`src/rtl/alu_pkg.sv`:
```
// Shared ALU package: common widths, multiply-sequencer state encoding and latency.
package alu_pkg;

  localparam int ALU_DATA_WIDTH = 64;

  // The sequencer retires one multiplier bit per cycle and never exits early,
  // so the latency equals the operand width.
  localparam int MULT_LATENCY = ALU_DATA_WIDTH;

  typedef enum logic [1:0] {
    MS_IDLE,
    MS_RUN,
    MS_DONE
  } mult_state_t;

endpackage

```
`src/rtl/alu_zero.sv`:
```
// Zero detect on an ALU datapath word.
module alu_zero #(
  parameter int DATA_WIDTH = 64
) (
  input  logic [DATA_WIDTH-1:0] a,
  output logic                  zero
);

  assign zero = (a == '0);

endmodule

```
`src/rtl/alu_mult_seq.sv`:
```
// Shift-and-add multiply sequencer: low DATA_WIDTH bits of A*B, one multiplier
// bit per cycle, ready/valid on both sides, synchronous abort.
//
// state   | meaning
// --------+--------------------------------------------------------------
// MS_IDLE | waiting for operands; in_ready high
// MS_RUN  | DATA_WIDTH add/shift iterations, cnt counts completed steps
// MS_DONE | product held on result with out_valid until out_ready/abort
module alu_mult_seq
  import alu_pkg::*;
#(
  parameter int DATA_WIDTH = ALU_DATA_WIDTH
) (
  input  logic                  clk,
  input  logic                  reset,
  input  logic                  in_valid,
  output logic                  in_ready,
  input  logic [DATA_WIDTH-1:0] A,
  input  logic [DATA_WIDTH-1:0] B,
  input  logic                  abort,
  output logic                  out_valid,
  input  logic                  out_ready,
  output logic [DATA_WIDTH-1:0] result,
  output logic                  is_zero
);

  localparam int               CNT_W    = $clog2(DATA_WIDTH + 1);
  localparam logic [CNT_W-1:0] LAST_CNT = CNT_W'(DATA_WIDTH - 1);

  mult_state_t           state_q, state_d;
  logic [DATA_WIDTH-1:0] acc_q, acc_d;
  logic [DATA_WIDTH-1:0] mcand_q, mcand_d;
  logic [DATA_WIDTH-1:0] mplier_q, mplier_d;
  logic [CNT_W-1:0]      cnt_q, cnt_d;

  // Next-state, datapath step and handshake outputs.
  always_comb begin
    state_d   = state_q;
    acc_d     = acc_q;
    mcand_d   = mcand_q;
    mplier_d  = mplier_q;
    cnt_d     = cnt_q;
    in_ready  = (state_q == MS_IDLE);
    out_valid = (state_q == MS_DONE);

    unique case (state_q)
      MS_IDLE: begin
        // A squash in the same cycle as the offer means the offer is stale.
        if (in_valid && !abort) begin
          mcand_d  = A;
          mplier_d = B;
          acc_d    = '0;
          cnt_d    = '0;
          state_d  = MS_RUN;
        end
      end
      MS_RUN: begin
        if (abort) begin
          acc_d   = '0;
          state_d = MS_IDLE;
        end else begin
          // Carry-out is dropped: only the low word of the product is kept.
          if (mplier_q[0]) begin
            acc_d = acc_q + mcand_q;
          end
          mcand_d  = mcand_q << 1;
          mplier_d = mplier_q >> 1;
          cnt_d    = cnt_q + CNT_W'(1);
          if (cnt_q == LAST_CNT) begin
            state_d = MS_DONE;
          end
        end
      end
      MS_DONE: begin
        // Abort wins over the consumer handshake.
        if (abort) begin
          acc_d   = '0;
          state_d = MS_IDLE;
        end else if (out_ready) begin
          state_d = MS_IDLE;
        end
      end
      default: begin
        state_d = MS_IDLE;
      end
    endcase
  end

  // FSM and datapath registers, cleared asynchronously.
  always_ff @(posedge clk or posedge reset) begin
    if (reset) begin
      state_q  <= MS_IDLE;
      acc_q    <= '0;
      mcand_q  <= '0;
      mplier_q <= '0;
      cnt_q    <= '0;
    end else begin
      state_q  <= state_d;
      acc_q    <= acc_d;
      mcand_q  <= mcand_d;
      mplier_q <= mplier_d;
      cnt_q    <= cnt_d;
    end
  end

  assign result = acc_q;

  alu_zero #(
    .DATA_WIDTH(DATA_WIDTH)
  ) u_zero (
    .a   (acc_q),
    .zero(is_zero)
  );

endmodule

```
`config.mk`:
```
export PLATFORM = sky130hd
export DESIGN_NAME = alu_mult_seq
export DESIGN_NICKNAME = d
export VERILOG_FILES = /design/src/rtl/alu_pkg.sv /design/src/rtl/alu_zero.sv /design/src/rtl/alu_mult_seq.sv
export SDC_FILE = /design/constraint.sdc
export NUM_CORES = 1
export LEC_CHECK = 0
export BUFFER_PORTS_ARGS = -buffer_cell sky130_fd_sc_hd__buf_4
export CELL_PAD_IN_SITES_DETAIL_PLACEMENT = 1
export CELL_PAD_IN_SITES_GLOBAL_PLACEMENT = 2
export CORE_ASPECT_RATIO = 1.25
export CORE_MARGIN = 8
export CORE_UTILIZATION = 35
export DETAILED_ROUTE_END_ITERATION = 8
export PLACE_DENSITY_LB_ADDON = 0.1
export RECOVER_POWER = 100
export REMOVE_ABC_BUFFERS = 1
export SYNTH_ARGS = -nofsm -noshare
export SYNTH_HDL_FRONTEND = slang
export SYNTH_SLANG_ARGS = --single-unit
export TNS_END_PERCENT = 20
```
`constraint.sdc`:
```
create_clock -name clk -period 7.8 [get_ports clk]
set_input_delay 1.17 -clock clk [delete_from_list [all_inputs] [get_ports clk]]
set_output_delay 1.17 -clock clk [all_outputs]
set_load 0.05 [all_outputs]
```
==> impl_results.md <==
* Worst hold-check path type: flip-flop to flip-flop
* Worst-Skew Late Latency at 0.54 ns
* Top_reg_cell synth: dfrtp_1
* Clock Skew at around 0.013 ns
* CP max FO at about 110
* Router iterations before antenna repair at 5
* Vias in the first global route at 11.8k
* Hold-fix buffers, CTS at 0
* Via count at ~11k
* # Max-Cap Violations at 3
* Post-layout min period at between 5 and 6 ns
* Count leader, synth: nand2_1
* Sink Count at about 200
* Most area-hungry cell type in the Yosys netlist: dfrtp_1
* Crit path largest cell delay at about 1.8 ns
* Net Sw Frac at 0.397
* CP delay by family, top: buffers and inverters
* Post-synth EDFFs at 0
* Synth area leaders: dfrtp_1 (41%), nand2_1 (9.8%), ha_1 (6.6%)
* Internal at between 2 and 3 mW
* Ports at 200
* Reg2Reg Depth at 9
* Flop pwr share at 0.353
* Antenna violations before repair at 0
* DIE AREA at between 0.04 and 0.05 mm²
* Post-Syn Area at approximately 0.012 mm²
* Setup Buffers After CTS at 0
* Dpl ws at slightly below 4 ns
* Max rail drop VDD at between 0.1 and 0.15 mV
* Die width at 182 µm
* Max Freq at around 190 MHz
* Reg-to-reg endpoint: cnt_q[6]$_DFFE_PP0P_
* Net count, final at between 1.5k and 2k
* Status: finished with violations
* Setup Viol. Count Final at 0
* CTS tree: done
* Sequential area share after synthesis at 0.415
* Area grow syn2layout at 20.2%
* Avg Cell Area, Syn at roughly 8.7 µm²
* Starting Density at 0.353
* Synth cell types at about 70
* CTS resizes at 0
* Global route overflow at 0
* Critical Path Start: state_q[0]$_DFFE_PP0P_
* Ant. Diodes at 0
* Leak at about 6.6 nW
* Setup total negative slack at 0 ns
* Core area at 0.0343 mm²
* Die height at around 220 µm
* First-pass GRT wire length at ~65 mm
* RR Startpoint: state_q[0]$_DFFE_PP0P_
* Yosys warning count at 0
* Final ANT Viol Nets at 0
* Worst Setup Start Kind: flip-flop
* Synth async-reset ratio at 1.00
* H-tree depth at 1
* Drt wl/cell at roughly 20 µm
* RSZ-0062 raised after global routing: no
* Failing checks: max-capacitance violations, max-slew violations
* Tightest Pin Transition at 3.46 ns
* TritonCTS Buffers at 24
* CP max-delay cell: clkbuf_1
* GPL Wtd Cong at about 0.84
* Final hold vios at 0
* #FFs+latches synth at between 200 and 250
* Setup crit end: cnt_q[6]$_DFFE_PP0P_
* Pwr Total at 4.24 mW
* Worst Setup End Kind: flip-flop
* Max clock buf depth at 3
* Clock Root Buffer: clkbuf_16
* Fillers at slightly above 4k
* DRC at 0
* WP data arrival at approximately 5.7 ns
* WP depth at 9
* Share of power burned in combinational logic at 0.356
* Clk network pwr share at 0.292
* Tot GR Track Use at 0.196
* Final wirelength at around 40 mm
* Kind of critical path: flip-flop to flip-flop
* Worst path buffer plus inverter count at 4
* Clock slew at reported path FFs at around 0.060 ns
* Cell breakdown of the critical path: nor2b_2 > buf_4 > nor2b_1 > buf_4 > clkbuf_1 > nor2_4 > buf_4 > o21ai_0 > o31ai_1
* Largest net degree at the start of global routing at around 140
* DR iter-0 viols at ~430
* Synth top cells by count: nand2_1 (318), dfrtp_1 (201), o21ai_0 (130)
* PortBufs at 199
* Setup WS post-layout at 2.52 ns
* Crit-path most repeated cell: buf_4
* Net Switching at approximately 1.7 mW
* Cell Pwr Density at 291 mW/mm²
* Slew Limit Fails at roughly 160
* Required @ worst endpoint at between 8 and 9 ns
* Slew HR at -1.30
* FF-to-FF setup slack at ~2.5 ns
* Layout cells sized above 1 at 0.128
* Row cnt at 76
* Final period utilization at 0.676
* Vias per std cell at around 5.3
* Yosys top cell area share at 0.415
* Detailed-placement wirelength estimate at 29.6 mm
* Cells after Synth at 1392
==> layout make-up <==
type                    instances  area, µm²  share of cell area
flip-flops and latches        201       5030               0.345
repair buffers                209       1300              0.0893
well taps                     468        586              0.0402
clock inverters                 7        135             0.00927
multi-input cells            1078       6690               0.459
clock buffers                  33        726              0.0498
inverters                      27        109             0.00747
==> routing by layer <==
| metal | wire length, µm | GRT usage | up-vias | share of wire |
|---|---|---|---|---|
| li1 | - | - | 5296 | - |
| met1 | 17100 | 0.233 | 5287 | 0.43 |
| met2 | 19800 | 0.344 | 190 | 0.49 |
| met3 | 2520 | 0.0554 | 36 | 0.063 |
| met4 | 655 | 0.0442 | 0 | 0.016 |
| met5 | 0 | 0 | - | 0 |
==> placed cells by master (no fill, tap or decap), drive strengths merged, types with 7 or more instances in the layout <==
cell type / n
a21o: 22
a21oi: 87
a22oi: 81
a31oi: 8
buf: 138
clkbuf: 104
dfrtp: 201
ha: 64
inv: 27
mux2i: 48
nand2: 318
nand3: 14
nand4: 35
nor2: 38
nor2b: 11
nor3: 7
nor4: 21
o21ai: 154
o21bai: 21
xnor2: 38
xor2: 22
==> metrics by stage <==
stage	cells	hold WS [ns]	cell area (µm²)	util
final	2023	0.477	14600	0.425
after floorplan	1306	0.445	11800	-
after CTS	2023	0.483	14900	0.433
after global routing	2023	0.495	14600	0.425
after global placement	1983	0.459	14000	0.408
after detailed placement	1983	0.468	14000	0.408
==> kinds of logic (layout without fill, tap and decap cells) <==
kind of cell,after synthesis,after routing,synth area share
AO/OA/AOI/OAI,433,433,0.228
XOR/XNOR,60,60,0.0433
adder cells (fa/ha/maj),65,65,0.0677
buffers and inverters,113,276,0.0356
flip-flops,201,201,0.415
multiplexers,48,48,0.0396
AND/OR/NAND/NOR,472,472,0.171
==> how the worst min path moves through the flow <==
stage	startpoint	endpoint	slack, ns	depth (start not counted)
6_report	mplier_q[2]$_DFFE_PP0P_	mplier_q[2]$_DFFE_PP0P_	0.48	2
3_3_place_gp	mplier_q[62]$_DFFE_PP0P_	mplier_q[62]$_DFFE_PP0P_	0.46	2
2_1_floorplan	cnt_q[6]$_DFFE_PP0P_	cnt_q[6]$_DFFE_PP0P_	0.45	1
4_1_cts	mplier_q[2]$_DFFE_PP0P_	mplier_q[2]$_DFFE_PP0P_	0.48	2
3_5_place_dp	mplier_q[53]$_DFFE_PP0P_	mplier_q[53]$_DFFE_PP0P_	0.47	2
5_1_grt	mplier_q[62]$_DFFE_PP0P_	mplier_q[62]$_DFFE_PP0P_	0.49	2
==> registers in the layout, indices dropped and copies added (netlist names) <==
register	count
result	64
mplier_q	64
cnt_q	7
state_q	2
mcand_q	64
==> power groups by stage <==
stage / Combinational (mW) / Sequential (mW) / Clock (mW)
floorplan: 0.955 / 1.61 / 0
global route: 1.68 / 1.53 / 1.31
global placement: 1.55 / 1.51 / 0
CTS: 1.58 / 1.50 / 1.28
finish: 1.51 / 1.50 / 1.24
detailed placement: 1.57 / 1.52 / 0
==> worst min-delay path, delay by kind of cell, from the launching register on <==
kind | cells | cell delay (ns)
compound gates | 1 | 0.06
flops | 1 | 0.34
simple gates | 1 | 0.05
Power figures use the tool's default switching activity.
